<file path="config.mk">
export PLATFORM = sky130hd
export DESIGN_NAME = prog_packet_rx
export DESIGN_NICKNAME = d
export VERILOG_FILES = /design/src/rtl/prog_packet_rx.sv
export SDC_FILE = /design/constraint.sdc
export NUM_CORES = 1
export LEC_CHECK = 0
export BUFFER_PORTS_ARGS = -buffer_cell sky130_fd_sc_hd__clkbuf_2
export CORE_ASPECT_RATIO = 0.5
export CORE_MARGIN = 10
export CORE_UTILIZATION = 45
export CTS_CLUSTER_DIAMETER = 40
export DETAILED_ROUTE_END_ITERATION = 16
export PLACE_DENSITY = 0.71
export SYNTH_ARGS = -nofsm -noshare
export SYNTH_HDL_FRONTEND = slang
export SYNTH_SLANG_ARGS = --single-unit
</file>
<file path="constraint.sdc">
create_clock -name clk_pix -period 4.3 [get_ports clk_pix]
set_clock_uncertainty 0.1 [all_clocks]
set_input_delay 1.075 -clock clk_pix [delete_from_list [all_inputs] [get_ports clk_pix]]
set_output_delay 1.075 -clock clk_pix [all_outputs]
set_load 0.05 [all_outputs]
</file>
<file path="src/rtl/prog_packet_rx.sv">
`default_nettype none
// ============================================================================
// prog_packet_rx : framed byte-stream parser; stages the render payload and
//                  commits it on the frame pulse (optional CHK: PROG_CHKSUM_EN)
// Rev 1.0
// ============================================================================
module prog_packet_rx #(
  parameter int PROG_PAYLD_PKT_BITS = 48,
  parameter int TIMEOUT_CYCLES      = 1_000_000
) (
  input  logic                           clk_pix,
  input  logic                           rst_pix,
  input  logic [7:0]                     rx_data,
  input  logic                           rx_valid,
  input  logic                           frame,
  output logic [PROG_PAYLD_PKT_BITS-1:0] prog_buffer,
  output logic                           is_sym_mode,
  output logic                           pkt_ok,
  output logic                           pkt_err
);

  localparam int PAYLD_BYTES = (PROG_PAYLD_PKT_BITS + 7) / 8;
  localparam int ASM_BITS    = PAYLD_BYTES * 8;
  localparam int CNT_W       = (PAYLD_BYTES > 1) ? $clog2(PAYLD_BYTES) : 1;
  localparam int TMO_W       = $clog2(TIMEOUT_CYCLES + 1);
  localparam logic [CNT_W-1:0] LAST_IDX  = CNT_W'(PAYLD_BYTES - 1);
  localparam logic [TMO_W-1:0] TMO_LIMIT = TMO_W'(TIMEOUT_CYCLES);
  localparam logic [7:0] SYNC_BYTE = 8'hA5;
  localparam logic [7:0] CMD_LOAD  = 8'h01;
  localparam logic [7:0] CMD_EXIT  = 8'h02;

  typedef enum logic [1:0] {
    ST_IDLE  = 2'd0,
    ST_CMD   = 2'd1,
    ST_PAYLD = 2'd2
`ifdef PROG_CHKSUM_EN
    , ST_CHK = 2'd3
`endif
  } state_t;

  state_t                         state_q, state_d;
  logic [CNT_W-1:0]               cnt_q, cnt_d;
  logic [ASM_BITS-1:0]            asm_q, asm_d;
  logic [PROG_PAYLD_PKT_BITS-1:0] stage_buf_q, stage_buf_d;
  logic                           stage_sym_q, stage_sym_d;
  logic                           pend_q, pend_d;
  logic [PROG_PAYLD_PKT_BITS-1:0] prog_buffer_q, prog_buffer_d;
  logic                           is_sym_mode_q, is_sym_mode_d;
  logic                           pkt_ok_q, pkt_ok_d;
  logic                           pkt_err_q, pkt_err_d;
  logic [TMO_W-1:0]               tmo_q, tmo_d;
  logic                           done;
  logic                           done_load;
`ifdef PROG_CHKSUM_EN
  logic [7:0]                     xor_q, xor_d;
  logic                           is_load_q, is_load_d;
`endif

  always_comb begin
    state_d       = state_q;
    cnt_d         = cnt_q;
    asm_d         = asm_q;
    stage_buf_d   = stage_buf_q;
    stage_sym_d   = stage_sym_q;
    pend_d        = pend_q;
    prog_buffer_d = prog_buffer_q;
    is_sym_mode_d = is_sym_mode_q;
    pkt_ok_d      = 1'b0;
    pkt_err_d     = 1'b0;
    tmo_d         = tmo_q;
    done          = 1'b0;
    done_load     = 1'b0;
`ifdef PROG_CHKSUM_EN
    xor_d         = xor_q;
    is_load_d     = is_load_q;
`endif

    // Commit uses pre-edge staging; a packet completing this cycle re-arms pend below.
    if (frame && pend_q) begin
      prog_buffer_d = stage_buf_q;
      is_sym_mode_d = stage_sym_q;
      pend_d        = 1'b0;
    end

    if (rx_valid) begin
      tmo_d = '0;
      case (state_q)
        ST_IDLE: begin
          if (rx_data == SYNC_BYTE) begin
            state_d = ST_CMD;
`ifdef PROG_CHKSUM_EN
            xor_d   = 8'h00;
`endif
          end
        end
        ST_CMD: begin
`ifdef PROG_CHKSUM_EN
          xor_d = xor_q ^ rx_data;
`endif
          if (rx_data == CMD_LOAD) begin
            state_d = ST_PAYLD;
            cnt_d   = '0;
          end else if (rx_data == CMD_EXIT) begin
`ifdef PROG_CHKSUM_EN
            state_d   = ST_CHK;
            is_load_d = 1'b0;
`else
            done      = 1'b1;
            done_load = 1'b0;
`endif
          end else begin
            pkt_err_d = 1'b1;
            state_d   = ST_IDLE;
          end
        end
        ST_PAYLD: begin
`ifdef PROG_CHKSUM_EN
          xor_d = xor_q ^ rx_data;
`endif
          for (int i = 0; i < PAYLD_BYTES; i++) begin
            if (cnt_q == CNT_W'(i)) asm_d[i*8 +: 8] = rx_data;
          end
          if (cnt_q == LAST_IDX) begin
`ifdef PROG_CHKSUM_EN
            state_d   = ST_CHK;
            is_load_d = 1'b1;
`else
            done      = 1'b1;
            done_load = 1'b1;
`endif
          end else begin
            cnt_d = cnt_q + 1'b1;
          end
        end
`ifdef PROG_CHKSUM_EN
        ST_CHK: begin
          state_d = ST_IDLE;
          if (rx_data == xor_q) begin
            done      = 1'b1;
            done_load = is_load_q;
          end else begin
            pkt_err_d = 1'b1;
          end
        end
`endif
        default: state_d = ST_IDLE;
      endcase
    end else if (state_q != ST_IDLE) begin
      if (tmo_q != TMO_LIMIT) tmo_d = tmo_q + 1'b1;
      if (tmo_d == TMO_LIMIT) begin
        pkt_err_d = 1'b1;
        state_d   = ST_IDLE;
        tmo_d     = '0;
      end
    end else begin
      tmo_d = '0;
    end

    if (done) begin
      state_d     = ST_IDLE;
      stage_sym_d = done_load;
      if (done_load) stage_buf_d = asm_d[PROG_PAYLD_PKT_BITS-1:0];
      pend_d      = 1'b1;
      pkt_ok_d    = 1'b1;
    end
  end

  always_ff @(posedge clk_pix) begin
    if (rst_pix) begin
      state_q       <= ST_IDLE;
      cnt_q         <= '0;
      asm_q         <= '0;
      stage_buf_q   <= '0;
      stage_sym_q   <= 1'b0;
      pend_q        <= 1'b0;
      prog_buffer_q <= '0;
      is_sym_mode_q <= 1'b0;
      pkt_ok_q      <= 1'b0;
      pkt_err_q     <= 1'b0;
      tmo_q         <= '0;
`ifdef PROG_CHKSUM_EN
      xor_q         <= 8'h00;
      is_load_q     <= 1'b0;
`endif
    end else begin
      state_q       <= state_d;
      cnt_q         <= cnt_d;
      asm_q         <= asm_d;
      stage_buf_q   <= stage_buf_d;
      stage_sym_q   <= stage_sym_d;
      pend_q        <= pend_d;
      prog_buffer_q <= prog_buffer_d;
      is_sym_mode_q <= is_sym_mode_d;
      pkt_ok_q      <= pkt_ok_d;
      pkt_err_q     <= pkt_err_d;
      tmo_q         <= tmo_d;
`ifdef PROG_CHKSUM_EN
      xor_q         <= xor_d;
      is_load_q     <= is_load_d;
`endif
    end
  end

  assign prog_buffer = prog_buffer_q;
  assign is_sym_mode = is_sym_mode_q;
  assign pkt_ok      = pkt_ok_q;
  assign pkt_err     = pkt_err_q;

endmodule
`default_nettype wire

</file>
==> impl_results.md <==
- Status: completed
- Clk sinks: 166
- Slew Limit Fails: 0
- Max transition margin: 29.8%
- Post-placement cell count: 952
- Root Buffer: clkbuf_16
- Commonest non-fill, non-tap cell in the layout: dfxtp_1
- R2r setup slk: 1.61 ns
- Most frequent cells in the layout: 166 x dfxtp_1, 141 x nand2_1, 108 x nor2_1, 61 x a21oi_1, 61 x clkbuf_2
- Maximum VDD drop: 0.000244 V
- R2r startpoint: tmo_q[1]
- Worst-Margin Slew: 1.05 ns
- Vias in the first global route: 4804
- Buffers and inverters on the worst path: 0
- Post-CTS sizing: 0
- Core Box Area: 0.0139 sq mm
- Post-Syn Area: 0.00653 sq mm
- Die area: 0.0200 sq mm
- Final min period: 2.69 ns
- Diodes inserted: 0
- Final TNS setup: 0 ns
- Global-route wire length before repair: 24.6 mm
- Placed inst area: 0.00690 sq mm
- RePlAce Congestion: 0.901
- Final Hold Fails: 0
- Clk_lat worst skew: 0.42 ns
- Crit start category: flop
- Critical hold path startpoint: stage_buf_q[8]
- Reg2reg path depth: 7
- Cell row count: 30
- Synth Net Count: 773
- CTS tree: built
- Worst Hold Endpoint: prog_buffer[8]
- # setup viols final: 0
- Leak: 2.92 nW
- Area Overhead vs Synth: 14.6%
- Final period util: 62.6%
- Path type of the worst setup path: reg -> reg
- Top delay family on crit path: simple AND/OR/NAND/NOR gates
- H-tree depth: 4
- Dpl hpwl: 10.0 mm
- I/O pins: 63
- Ys async rst share: 0%
- Pwr dens: 417 mW/mm^2
- TritonRoute pass-1 iters: 7
- Worst path cell trace: ha_1, nand2_1, or3_1, a2111oi_0, o211ai_1, nor3_1, o21ai_0
- Die Height: 105 um
- Number of fillers in the final layout: 1263
- Fin util: 54.0%
- Port bufs: 62
- Sequential area share after synthesis: 50.9%
- Post-synth EDFFs: 0
- Synth unique cells: 48
- Crit Path Max Fanout: 7
- Via/cell ratio: 5.26
- Post-CTS Hold Buffers: 0
- First DRT Iteration DRCs: 412
- Post-route cell area: 0.00748 sq mm
- Yosys reg bits: 166
- CP max-delay cell: a2111oi_0
- Initial antenna violation count: 0
- RR Endpoint: state_q[1]
- Hold path depth: 2
- # Post-CTS Setup Buffers: 0
- Clk pin slew, worst setup/hold paths: 0.07 ns
- Share of cells above drive strength 1: 13.8%
- Delay of the slowest cell on the worst path: 0.43 ns
- Die W: 190 um
- Nets: 801
- Req. time, crit path: 4.48 ns
- Clock buffer depth: 2
- Mean Syn Cell Area: 8.69 sq um
- Final wirelength: 14.8 mm
- Synth warn: 0
- RSZ-0062 raised after global routing: false
- Non-Filler Instances: 984
- Power Total: 3.12 mW
- Max Clock Freq: 372 MHz
- WP data arrival: 2.87 ns
- Largest net degree at the start of global routing: 108
- Starting density of the core: 47.1%
- Final ANT Viol Nets: 0
- Hold Path Class: reg -> reg
- Total grt overflow: 0
- Worst setup EP type: flop
- GRT Total Usage: 14.9%
- Routed vias: 5179
- Main synth FF type: dfxtp_1
- Post-DR wirelength/cell: 15.0 um
- Drc violations: 0
- Max cap viols: 0
- Total CTS buffers: 17
- Cells after Synth: 751
[how the worst max path moves through the flow]
stage / startpoint / endpoint / slack [ns] / depth (start not counted)
2_1_floorplan: rx_data[4] / cnt_q[2] / 1.50 / 7
3_3_place_gp: rx_data[3] / cnt_q[2] / 1.38 / 7
3_5_place_dp: rx_data[3] / cnt_q[2] / 1.34 / 7
4_1_cts: tmo_q[1] / state_q[1] / 1.65 / 7
5_1_grt: tmo_q[1] / state_q[1] / 1.37 / 7
6_report: tmo_q[1] / state_q[1] / 1.61 / 7
[power breakdown]
part	switching, mW	internal (mW)
Clock	0.686	0.772
Sequential	0.00642	1.54
Combinational	0.0776	0.0338
[stage by stage]
stage               setup slack [ns]  hold slack, ns
global route                    1.37           0.369
global placement                1.38           0.340
detailed placement              1.34           0.344
floorplan                       1.50           0.332
CTS                             1.65           0.354
finish                          1.61           0.342
[cell families after synthesis]
kind of cell | after synthesis | synth area share, %
AOI/OAI and AO/OA | 120 | 11.5
xor gates and xnor gates | 20 | 2.68
adders and majority gates | 10 | 1.92
buffers and inverters | 66 | 3.91
DFF | 166 | 50.9
muxes | 47 | 7.23
and+or+nand+nor | 322 | 21.8
[synthesized netlist by cell type, types with 3 or more instances]
master      n  area share [%]
dfxtp_1   166              51
nand2_1   141             8.1
nor2_1    108             6.2
a21oi_1    61             4.7
clkbuf_1   49             2.8
mux2i_1    46             7.1
a211oi_1   41             4.7
nor3_1     16             1.2
nand3_1    12            0.92
xnor2_1    11             1.5
ha_1       10             1.9
inv_1       9            0.52
xor2_1      9             1.2
nand4_1     7            0.67
nor2b_1     7            0.67
buf_2       6            0.46
and2_1      4            0.38
and3_1      4            0.38
and4_1      3            0.40
nand3b_1    3            0.35
o21ai_0     3            0.23
or3_1       3            0.29
[layer usage]
metal / GRT usage (%) / wire [um] / share of wire, %
met1: 19.6 / 7290 / 49
met2: 23.6 / 6820 / 46
met3: 3.38 / 507 / 3.4
met4: 4.75 / 145 / 0.98
met5: 0 / 0 / 0
[tightest hold or removal path, delay by kind of cell (launching register included)]
kind | cells | cell delay (ns)
compound gates | 1 | 0.05
simple gates | 1 | 0.05
flops | 1 | 0.31
[sequential cells by signal, summed over array words and instances (netlist names)]
| signal | cells |
|---|---|
| cnt_q | 3 |
| pkt_ok | 1 |
| tmo_q | 20 |
| is_sym_mode | 1 |
| pkt_err | 1 |
| state_q | 2 |
| prog_buffer | 48 |
| pend_q | 1 |
| stage_buf_q | 48 |
| asm_q | 40 |
| stage_sym_q | 1 |
[cell type report]
| class | count | area, sq um | area share (%) |
|---|---|---|---|
| Tap cell | 192 | 240 | 3.21 |
| Clock inverter | 15 | 154 | 2.06 |
| Multi-Input combinational cell | 519 | 2950 | 39.4 |
| Clock buffer | 17 | 425 | 5.69 |
| Sequential cell | 166 | 3320 | 44.4 |
| Inverter | 9 | 33.8 | 0.452 |
| Timing Repair Buffer | 66 | 355 | 4.75 |
No activity file was read; power rests on OpenSTA's default activity.
